===== config.mk =====
export PLATFORM = sky130hd
export DESIGN_NAME = coincidence_counter_flat
export DESIGN_NICKNAME = d
export VERILOG_FILES = /design/src/rtl/coincidence_counter_if.sv /design/src/rtl/coincidence_counter.sv /design/src/flat_wrapper.sv
export SDC_FILE = /design/constraint.sdc
export NUM_CORES = 1
export LEC_CHECK = 0
export ABC_AREA = 1
export BUFFER_PORTS_ARGS = -buffer_cell sky130_fd_sc_hd__buf_2
export CORE_AREA = 2 2 277 279
export CTS_BUF_LIST = sky130_fd_sc_hd__clkbuf_8
export CTS_CLUSTER_DIAMETER = 100
export DETAILED_ROUTE_END_ITERATION = 6
export DIE_AREA = 0 0 279 281
export GPL_ROUTABILITY_DRIVEN = 0
export PLACE_DENSITY = 0.76
export REMOVE_ABC_BUFFERS = 1
export SYNTH_ARGS = -nofsm -noshare
export SYNTH_HDL_FRONTEND = slang
export SYNTH_SLANG_ARGS = --single-unit
export TNS_END_PERCENT = 10

===== constraint.sdc =====
create_clock -name Clk -period 1.9 [get_ports Clk]
set_clock_uncertainty 0.05 [all_clocks]
set_input_delay 0.19 -clock Clk [delete_from_list [all_inputs] [get_ports Clk]]
set_output_delay 0.19 -clock Clk [all_outputs]
set_load 0.05 [all_outputs]

===== src/rtl/coincidence_counter_if.sv =====
// Snapshot bank and Valid/Ack handshake between the coincidence counter and its consumer.
interface coincidence_counter_if #(
   parameter int NCHAN = 5,
   parameter int CBITS = 16
);
   localparam int NPAIRS = NCHAN * (NCHAN - 1) / 2;

   logic [NPAIRS*CBITS-1:0] Counts;
   logic [NCHAN*CBITS-1:0]  Singles;
   logic                    Valid;
   logic                    Ack;
   logic                    Overrun;
   logic                    Saturated;

   modport master (
      output Counts, Singles, Valid, Overrun, Saturated,
      input  Ack
   );

   modport slave (
      input  Counts, Singles, Valid, Overrun, Saturated,
      output Ack
   );
endinterface


===== src/rtl/coincidence_counter.sv =====
// Coincidence counter: per-channel delay alignment, edge detection, window stretching,
// gated accumulation of singles and pairwise coincidences, snapshot bank with handshake.
module coincidence_counter #(
   parameter int NCHAN = 5,
   parameter int NBITS = 6,
   parameter int WBITS = 4,
   parameter int CBITS = 16,
   parameter int PBITS = 24
) (
   input  logic                   Clk,
   input  logic                   Rst_n,
   input  logic                   En,
   input  logic [NCHAN-1:0]       Channels,
   input  logic [NCHAN*NBITS-1:0] Delays,
   input  logic [WBITS-1:0]       Window,
   input  logic [PBITS-1:0]       Period,
   coincidence_counter_if.master  bus
);
   localparam int NPAIRS = NCHAN * (NCHAN - 1) / 2;
   localparam int DEPTH  = 2 ** NBITS;
   localparam logic [CBITS-1:0] CMAX = '1;

   localparam logic [0:0] ST_IDLE = 1'b0;
   localparam logic [0:0] ST_RUN  = 1'b1;

   // Lexicographic index of pair (i,j), i<j.
   function automatic int pair_idx(int i, int j);
      return i * NCHAN - (i * (i + 1)) / 2 + (j - i - 1);
   endfunction

   logic [NCHAN-1:0] ch_q;
   logic [DEPTH-1:0] dly_q [NCHAN];
   logic [NCHAN-1:0] pulse_q;
   logic [WBITS-1:0] stretch_q [NCHAN];
   logic [WBITS-1:0] wlen;
   logic [NCHAN-1:0] win;

   logic [NPAIRS-1:0] pair_win;
   logic [NPAIRS-1:0] pair_win_q;
   logic [NPAIRS-1:0] pair_evt;

   logic [CBITS-1:0] pair_acc_q [NPAIRS];
   logic [CBITS-1:0] single_acc_q [NCHAN];
   logic [CBITS-1:0] pair_nxt [NPAIRS];
   logic [CBITS-1:0] single_nxt [NCHAN];
   logic             sat_q;
   logic             sat_inc;

   logic [0:0]       state_q;
   logic [PBITS-1:0] gate_q;
   logic             snap_now;

   logic [NPAIRS*CBITS-1:0] counts_q;
   logic [NCHAN*CBITS-1:0]  singles_q;
   logic                    valid_q;
   logic                    overrun_q;
   logic                    saturated_q;

   // Edge detect and per-channel delay line; runs independently of En.
   always_ff @(posedge Clk or negedge Rst_n) begin
      if (!Rst_n) begin
         ch_q    <= '0;
         pulse_q <= '0;
         for (int c = 0; c < NCHAN; c++) dly_q[c] <= '0;
      end else begin
         ch_q <= Channels;
         for (int c = 0; c < NCHAN; c++) begin
            dly_q[c]   <= {dly_q[c][DEPTH-2:0], Channels[c] & ~ch_q[c]};
            pulse_q[c] <= dly_q[c][Delays[c*NBITS +: NBITS]];
         end
      end
   end

   assign wlen = (Window == '0) ? WBITS'(1) : Window;

   // Stretch each pulse into a window; a new pulse reloads an open window.
   always_ff @(posedge Clk or negedge Rst_n) begin
      if (!Rst_n) begin
         for (int c = 0; c < NCHAN; c++) stretch_q[c] <= '0;
      end else begin
         for (int c = 0; c < NCHAN; c++) begin
            if (pulse_q[c]) begin
               stretch_q[c] <= wlen - WBITS'(1);
            end else if (stretch_q[c] != '0) begin
               stretch_q[c] <= stretch_q[c] - WBITS'(1);
            end
         end
      end
   end

   // Window is open in the pulse cycle and while the stretch counter is nonzero.
   always_comb begin
      for (int c = 0; c < NCHAN; c++) win[c] = pulse_q[c] | (stretch_q[c] != '0);
   end

   // Pairwise window overlap; an event is the rising edge of the overlap.
   always_comb begin
      pair_win = '0;
      for (int i = 0; i < NCHAN; i++) begin
         for (int j = i + 1; j < NCHAN; j++) begin
            pair_win[pair_idx(i, j)] = win[i] & win[j];
         end
      end
   end

   assign pair_evt = pair_win & ~pair_win_q;

   // Previous-cycle overlap, for rising-edge detection of pair events.
   always_ff @(posedge Clk or negedge Rst_n) begin
      if (!Rst_n) pair_win_q <= '0;
      else        pair_win_q <= pair_win;
   end

   // Saturating next values; sat_inc flags an event lost at full scale.
   always_comb begin
      sat_inc = 1'b0;
      for (int k = 0; k < NPAIRS; k++) begin
         pair_nxt[k] = pair_acc_q[k];
         if (pair_evt[k]) begin
            if (pair_acc_q[k] == CMAX) sat_inc = 1'b1;
            else                       pair_nxt[k] = pair_acc_q[k] + CBITS'(1);
         end
      end
      for (int c = 0; c < NCHAN; c++) begin
         single_nxt[c] = single_acc_q[c];
         if (pulse_q[c]) begin
            if (single_acc_q[c] == CMAX) sat_inc = 1'b1;
            else                         single_nxt[c] = single_acc_q[c] + CBITS'(1);
         end
      end
   end

   assign snap_now = (state_q == ST_RUN) && En && (Period != '0) &&
                     (gate_q == Period - PBITS'(1));

   // IDLE/RUN control, gate counter and accumulators.
   always_ff @(posedge Clk or negedge Rst_n) begin
      if (!Rst_n) begin
         state_q <= ST_IDLE;
         gate_q  <= '0;
         sat_q   <= 1'b0;
         for (int k = 0; k < NPAIRS; k++) pair_acc_q[k] <= '0;
         for (int c = 0; c < NCHAN; c++) single_acc_q[c] <= '0;
      end else begin
         case (state_q)
            ST_IDLE: begin
               if (En) begin
                  state_q <= ST_RUN;
                  gate_q  <= '0;
                  sat_q   <= 1'b0;
                  for (int k = 0; k < NPAIRS; k++) pair_acc_q[k] <= '0;
                  for (int c = 0; c < NCHAN; c++) single_acc_q[c] <= '0;
               end
            end
            default: begin
               if (!En) begin
                  state_q <= ST_IDLE;
               end else if (snap_now) begin
                  gate_q <= '0;
                  sat_q  <= 1'b0;
                  for (int k = 0; k < NPAIRS; k++) pair_acc_q[k] <= '0;
                  for (int c = 0; c < NCHAN; c++) single_acc_q[c] <= '0;
               end else begin
                  gate_q <= gate_q + PBITS'(1);
                  sat_q  <= sat_q | sat_inc;
                  for (int k = 0; k < NPAIRS; k++) pair_acc_q[k] <= pair_nxt[k];
                  for (int c = 0; c < NCHAN; c++) single_acc_q[c] <= single_nxt[c];
               end
            end
         endcase
      end
   end

   // Snapshot bank and Valid/Overrun handshake; a snapshot setting Overrun wins over Ack.
   always_ff @(posedge Clk or negedge Rst_n) begin
      if (!Rst_n) begin
         counts_q    <= '0;
         singles_q   <= '0;
         saturated_q <= 1'b0;
         valid_q     <= 1'b0;
         overrun_q   <= 1'b0;
      end else begin
         if (snap_now) begin
            for (int k = 0; k < NPAIRS; k++) counts_q[k*CBITS +: CBITS] <= pair_nxt[k];
            for (int c = 0; c < NCHAN; c++) singles_q[c*CBITS +: CBITS] <= single_nxt[c];
            saturated_q <= sat_q | sat_inc;
            valid_q     <= 1'b1;
            if (valid_q && !bus.Ack) overrun_q <= 1'b1;
         end else if (valid_q && bus.Ack) begin
            valid_q   <= 1'b0;
            overrun_q <= 1'b0;
         end
      end
   end

   assign bus.Counts    = counts_q;
   assign bus.Singles   = singles_q;
   assign bus.Valid     = valid_q;
   assign bus.Overrun   = overrun_q;
   assign bus.Saturated = saturated_q;

endmodule


===== src/flat_wrapper.sv =====
// flat-port wrapper written by rule: the top's interface ports become plain ports
module coincidence_counter_flat 
#(
   parameter int NCHAN = 5,
   parameter int NBITS = 6,
   parameter int WBITS = 4,
   parameter int CBITS = 16,
   parameter int PBITS = 24
)
  (Clk, Rst_n, En, Channels, Delays, Window, Period, bus_Counts, bus_Singles, bus_Valid, bus_Overrun, bus_Saturated, bus_Ack);
  coincidence_counter_if #(.NCHAN(NCHAN), .CBITS(CBITS)) bus_i ();
  input  logic Clk;
  input  logic Rst_n;
  input  logic En;
  input  logic [NCHAN-1:0] Channels;
  input  logic [NCHAN*NBITS-1:0] Delays;
  input  logic [WBITS-1:0] Window;
  input  logic [PBITS-1:0] Period;
  output wire logic [$bits(bus_i.Counts)-1:0] bus_Counts;
  output wire logic [$bits(bus_i.Singles)-1:0] bus_Singles;
  output wire logic [$bits(bus_i.Valid)-1:0] bus_Valid;
  output wire logic [$bits(bus_i.Overrun)-1:0] bus_Overrun;
  output wire logic [$bits(bus_i.Saturated)-1:0] bus_Saturated;
  input wire logic [$bits(bus_i.Ack)-1:0] bus_Ack;
  assign bus_Counts = bus_i.Counts;
  assign bus_Singles = bus_i.Singles;
  assign bus_Valid = bus_i.Valid;
  assign bus_Overrun = bus_i.Overrun;
  assign bus_Saturated = bus_i.Saturated;
  assign bus_i.Ack = bus_Ack;
  coincidence_counter #(.NCHAN(NCHAN), .NBITS(NBITS), .WBITS(WBITS), .CBITS(CBITS), .PBITS(PBITS)) u_core (.Clk(Clk), .Rst_n(Rst_n), .En(En), .Channels(Channels), .Delays(Delays), .Window(Window), .Period(Period), .bus(bus_i));
endmodule

==> impl_metrics.yaml, run 1 <==
status:
  status: "complete, but fails checks"
  violations: "setup timing"
worst_hold_path:
  min_path_type: "in2reg"
  worstHoldStart: "Delays[14]"
  whs_path_depth: 5
  hold_end: "u_core.pulse_q[2]"
clock_network:
  cts_buffer_depth: 3
  clk_pin_slew_ns: 0.07
  cts_root_buf: "clkbuf_8"
  ctsHtreeMaxLevel: 4
  cts_sinks: 869
  numCtsBuffers: 146
  insertion_delay_ns: 0.80
  cts_tree: "yes"
synthesis:
  yosys.area.top_type: "dfrtp_1"
  synth-async-reset-ratio: 1.000
  synth-main-ff-cell: "dfrtp_1"
  ys_warn_count: 0
  syn_inst: 4985
  yosysMostFrequentCell: "nand2_1"
  synth_edf_count: 0
  syn_area_um2: 41120
  synth.distinct_cells: 46
  ys_top_cells_by_count: "nand2_1 (1,287), dfrtp_1 (869), nor2_1 (626)"
  synth_seq_cells: 869
  ys_seq_area_frac: 0.5289
  synth_area_leaders: "dfrtp_1 (53%), nand2_1 (12%), nor2_1 (5.7%)"
  yosysTopAreaCellShare: 0.5289
  avgSynthCellArea_um2: 8.248
drt:
  via_count: 38087
  first_pass_iters: 6
  drc: 0
  drt_iter0_drc: 3401
  post_drt_wl_per_cell_um: 17.03
  ant_nets: 0
  wl_um: 119900
  routed_via_density: 5.409
finish:
  fillers: 5758
  multi_input_area_um2: 17270
  area_delta_synth_final_pct: 28.68
  drive_above_1_share: 0.2286
  finalNetCount: 6055
  seq_area_um2: 21750
sta:
  hold_violations: 0
  rsz0062_at_grt: "true"
  maxSlewViolCount: 0
  setup-violations-final: 508
  finalSetupTns_ns: -134.81
  relSlewSlack: 0.3996
  period_minus_slack_ns: 2.285
  clock.fmax_mhz: 437.6
  layout_setup_ws_ns: -0.3850
  worst_pin_slew_ns: 0.9006
  period_share: 1.203
worst_setup_path:
  critPathRequiredTime_ns: 2.48
  cp-end-kind: "flop"
  cp_common_cell: "nand2_1"
  cpPeakStageDelay_ns: 0.44
  cpMaxStageDelayCell: "dfrtp_1"
  r2r-end: "u_core.pair_acc_q[1]"
  path_class: "reg2reg"
  critPathArrivalTime_ns: 2.87
  crit_family: "simple AND/OR/NAND/NOR gates"
  r2r_setup_slack_ns: -0.38
  path_max_fanout: 7
  r2r_cells: 14
  rr_startpoint: "u_core.gate_q[14]"
  start_kind: "flop"
  path_buf_inv: 3
  cp_cell_sequence: "xnor2_1 > inv_1 > nand2_1 > nand2_1 > nor2_1 > nand2_1 > nor2_2 > nand2_2 > nor2_4 > buf_12 > nand2_8 > clkbuf_16 > nand2_1 > o21ai_0"
die:
  ioPinCount: 310
  fp.dieH_um: 281
  fp.dieW_um: 279
  initial_core_util: 0.5450
  core_um2: 75440
  num_rows: 101
  fp.dieArea_um2: 78400
power_and_ir_drop:
  power-per-cell-area_nw_per_um2: 831.5
  vdd_drop_max_mv: 0.7022
  leakage_nw: 26.61
global_routing:
  grt_pass1_wl_um: 188100
  grt_antenna_before_repair: 2
  grt_max_degree: 97
  grt_use_total: 0.2960
  gr-total-overflow: 0
  grt_pass1_vias: 37624
flow_run:
  drv_cap: 0
placed_design:
  port_buffers: 309
  pre_cts_slack_ns: -0.5723
  hpwl_um: 77930
## worst max path at each step
stage	from	end	slack [ns]	depth (start not counted)
6_report	u_core.gate_q[14]	u_core.pair_acc_q[1]	-0.38	14
4_1_cts	u_core.stretch_q[13]	u_core.sat_q	-0.26	15
5_1_grt	u_core.gate_q[2]	u_core.pair_acc_q[1]	-0.46	16
3_5_place_dp	Period[0]	u_core.pair_acc_q[79]	-0.57	16
3_3_place_gp	Period[0]	u_core.pair_acc_q[79]	-0.52	16
2_1_floorplan	u_core.state_q	u_core.bus.Counts[0]	-7.57	10
## metal layers
layer | up-vias | track usage | share of wire
met5 | - | 0 | 0.00011
met2 | 1293 | 0.4804 | 0.47
met3 | 297 | 0.06210 | 0.071
met4 | 2 | 0.1210 | 0.039
li1 | 18202 | - | -
met1 | 18293 | 0.3896 | 0.42
## tightest hold or removal path, delay by kind of cell
| kind | cells | cell delay [ns] |
|---|---|---|
| buf+inv | 1 | 0.16 |
| compound gates | 2 | 0.18 |
| simple gates | 2 | 0.29 |
## power by group
part / leakage (nW) / switching (W) / total [W] / internal, W
Sequential: 11.7 / 0.000547 / 0.0199 / 0.0194
Combinational: 13.2 / 0.00379 / 0.00681 / 0.00302
Clock: 1.71 / 0.00791 / 0.0173 / 0.00934
## final cells by class
| class | count | share of cell area |
|---|---|---|
| well taps | 978 | 0.02313 |
| repair buffers | 1041 | 0.1538 |
| flip-flops and latches | 869 | 0.4110 |
| clock buffers | 177 | 0.04604 |
| inverters | 399 | 0.02850 |
| multi-input cells | 3502 | 0.3264 |
| clock inverters | 74 | 0.01109 |
| diodes | 1 | 0.00004730 |
## sequential cells by signal (all words and copies together), names as in the netlist, 5 cells and up
| name | cells |
|---|---|
| u_core.single_acc_q | 80 |
| u_core.stretch_q | 20 |
| u_core.gate_q | 24 |
| u_core.pulse_q | 5 |
| u_core.pair_win_q | 10 |
| u_core.bus.Singles | 80 |
| u_core.dly_q | 320 |
| u_core.pair_acc_q | 160 |
| u_core.bus.Counts | 160 |
| u_core.ch_q | 5 |
## kinds of logic (layout without fill, tap and decap cells)
logic type,Yosys count,in the layout,share of synthesized area
buffers and inverters,616,1691,0.06530
other,0,1,0
adders and majority gates,29,29,0.008825
DFF,869,869,0.5289
AOI/OAI and AO/OA,753,753,0.09701
and+or+nand+nor,2506,2508,0.2542
muxes,8,8,0.001948
xor gates and xnor gates,204,204,0.04382
## cell usage in the layout, fill, tap and decap left out, types with 47 or more instances in the layout
cell,instances
buf_12,50
buf_2,307
buf_4,606
clkbuf_8,177
dfrtp_1,869
inv_1,417
nand2_1,1239
nand2_2,47
nand3_1,329
nand4_1,119
nor2_1,605
nor3_1,63
o21ai_0,367
o21ai_1,229
o22ai_1,90
xnor2_1,67
xor2_1,126
## repair_timing
item | in CTS | in global routing
pin swaps | 27 | 31
endpoints found under the setup margin | 508 | 509
setup buffers | 11 | 7
cloned | 3 | 15
gates resized for setup | 94 | 135
hold endpoints to repair | 908 | 0
hold buffers | 37 | 0
## through the flow
stage               instances  cell area, um2  hold WS (ns)  total power [W]    util
floorplan                4768           39930       -0.1556          0.02303       -
global placement         6716           48310       0.07555          0.02630  0.6403
detailed placement       6716           48310       0.07378          0.02651  0.6403
CTS                      7018           52200       0.01027          0.04406  0.6919
global route             7041           52910       0.06024          0.04597  0.7013
finish                   7041           52910       0.08312          0.04399  0.7013
No activity file was read; power rests on OpenSTA's default activity.
==> run 2, diff against run 1 <==
--- a/config.mk
+++ b/config.mk
@@ -18,4 +18,4 @@
 export SYNTH_ARGS = -nofsm -noshare
 export SYNTH_HDL_FRONTEND = slang
 export SYNTH_SLANG_ARGS = --single-unit
-export TNS_END_PERCENT = 10
+export TNS_END_PERCENT = 5
==> run 2 against run 1 <==
The flow still finishes with violations (setup timing). Clock-buffer cell count unchanged. First-iteration DRC count increased by 2.9%. Design area increased by 1.1%. Clock power about the same. Sequential cell count unchanged. Register-to-register slack got worse by 0.02 ns. Power decreased by 0.16%. Combinational power decreased by 0.6%. Routed wire length increased by 1.7%. Critical path depth decreased by 2. Via count increased by 1.2%. Critical path type unchanged. Critical endpoint is now u_core.pair_acc_q[106].
==> impl_metrics.yaml, run 2 (same netlist as run 1, synthesis figures left out) <==
status:
  status: "complete, but fails checks"
  violations: "setup timing"
worst_hold_path:
  min_path_type: "in2reg"
  worstHoldStart: "Delays[14]"
finish:
  fillers: 5669
  finalNetCount: 6065
  multi_input_area_um2: 17570
  seq_area_um2: 21750
  largest_reg_flops: 320
  drive_above_1_share: 0.2444
  utilization: 0.7090
  largest-register: "u_core.dly_q"
  area_delta_synth_final_pct: 30.09
  final_cell_mix: "nand2_1 (1,188), dfrtp_1 (869), nor2_1 (607)"
  final_common_cell: "nand2_1"
  final_area_um2: 53490
power_and_ir_drop:
  power-per-cell-area_nw_per_um2: 821.2
  vdd_drop_max_mv: 0.7015
  totalPowerFinal_w: 0.04392
  leakage_nw: 26.82
drt:
  post_drt_wl_per_cell_um: 17.30
  drc: 0
  routed_via_density: 5.464
  wl_um: 122000
  drt_iter0_drc: 3498
  first_pass_iters: 6
  via_count: 38530
  ant_nets: 0
worst_setup_path:
  worstSetupStartpoint: "u_core.gate_q[9]"
  cpPeakStageDelay_ns: 0.42
  critPathRequiredTime_ns: 2.53
  rr_startpoint: "u_core.gate_q[9]"
  r2r_setup_slack_ns: -0.41
  start_kind: "flop"
  cp_cell_sequence: "xor2_1 > nand3b_1 > o21ai_1 > nor2_1 > nand2_1 > nor2_4 > nand3_4 > buf_12 > clkbuf_16 > clkbuf_16 > nand3_2 > nand2_1"
  cpMaxStageDelayCell: "dfrtp_1"
  cp-end-kind: "flop"
  path_class: "reg2reg"
  path_max_fanout: 6
  critPathArrivalTime_ns: 2.94
sta:
  maxSlewViolCount: 0
  hold_violations: 0
  worst_pin_slew_ns: 0.9694
  clock.fmax_mhz: 433.5
  finalSetupTns_ns: -153.85
  layout_setup_ws_ns: -0.4070
  period_share: 1.214
  setup-violations-final: 508
  relSlewSlack: 0.3538
  rsz0062_at_grt: "true"
  period_minus_slack_ns: 2.307
global_routing:
  grt_antenna_before_repair: 2
  grt_use_total: 0.2960
  gr-total-overflow: 0
  grt_max_degree: 97
  grt_pass1_wl_um: 188100
  grt_pass1_vias: 37592
clock_network:
  numCtsBuffers: 146
  cts_tree: "yes"
  ctsHtreeMaxLevel: 4
  insertion_delay_ns: 0.80
  cts_buffer_depth: 3
  cts_root_buf: "clkbuf_8"
  clk_pin_slew_ns: 0.06
  cts_sinks: 869
placed_design:
  hpwl_um: 77930
  place_area_um2: 48310
  port_buffers: 309
die:
  fp.dieArea_um2: 78400
  fp.dieW_um: 279
  ioPinCount: 310
  fp.dieH_um: 281
  core_um2: 75440
  initial_core_util: 0.5450
  num_rows: 101
flow_run:
  drv_cap: 0
## run 2: changes by cell type in the layout (fill, tap and decap cells not counted), sizes merged
cell,previous run,this run
clkbuf,185,193
buf,997,999
## run 2: final cells by class
class                   instances  share of cell area
clock inverters                74             0.01097
diodes                          1          0.00004678
well taps                     978             0.02288
flip-flops and latches        869              0.4066
multi-input cells            3502              0.3285
inverters                     399             0.02819
repair buffers               1051              0.1573
clock buffers                 177             0.04554
## run 2: where the power goes
group	internal, W	switching [W]	leakage, nW
Sequential	0.0194	0.000537	11.7
Clock	0.00934	0.00790	1.71
Combinational	0.00298	0.00379	13.4
Total	0.0317	0.0122	26.8
## run 2: path summary, 6_finish.rpt
check                      depth (start not counted)                     end
hold / removal                                     5       u_core.pulse_q[2]
min in group asynchronous                          4  u_core.bus.Singles[36]
setup / recovery                                  12  u_core.pair_acc_q[106]
hold reg to reg                                    0       u_core.dly_q[236]
setup reg to reg                                  12  u_core.pair_acc_q[106]
max in group asynchronous                          4  u_core.bus.Singles[50]
## run 2: layer usage
metal | GRT usage | routed length (um)
met5 | 0 | 13
met4 | 0.1213 | 4972
met3 | 0.06293 | 8933
met2 | 0.4806 | 57460
met1 | 0.3886 | 50580
## run 2: repair_timing
item                                   CTS  global route
pin swaps                               28            41
gates resized for setup                 98           257
cloned                                   3            24
setup endpoints to repair              508           509
hold buffers                            37             0
endpoints found under the hold margin  908             0
buffers inserted                        10             9
## run 2: critical path, delay by kind of cell (launching register included)
family	cells	cell delay, ns
XOR/XNOR	1	0.22
flip-flops	1	0.42
AO/OA/AOI/OAI	1	0.08
buffers and inverters	3	0.50
AND/OR/NAND/NOR	7	0.92
## run 2: metrics by stage
step | instances | setup slack, ns | hold WS (ns)
6_report | 7051 | -0.4070 | 0.07502
5_1_grt | 7051 | -0.4666 | 0.06101
4_1_cts | 7017 | -0.2630 | 0.01027
3_5_place_dp | 6716 | -0.5723 | 0.07378
3_3_place_gp | 6716 | -0.5150 | 0.07555
2_1_floorplan | 4768 | -7.574 | -0.1556
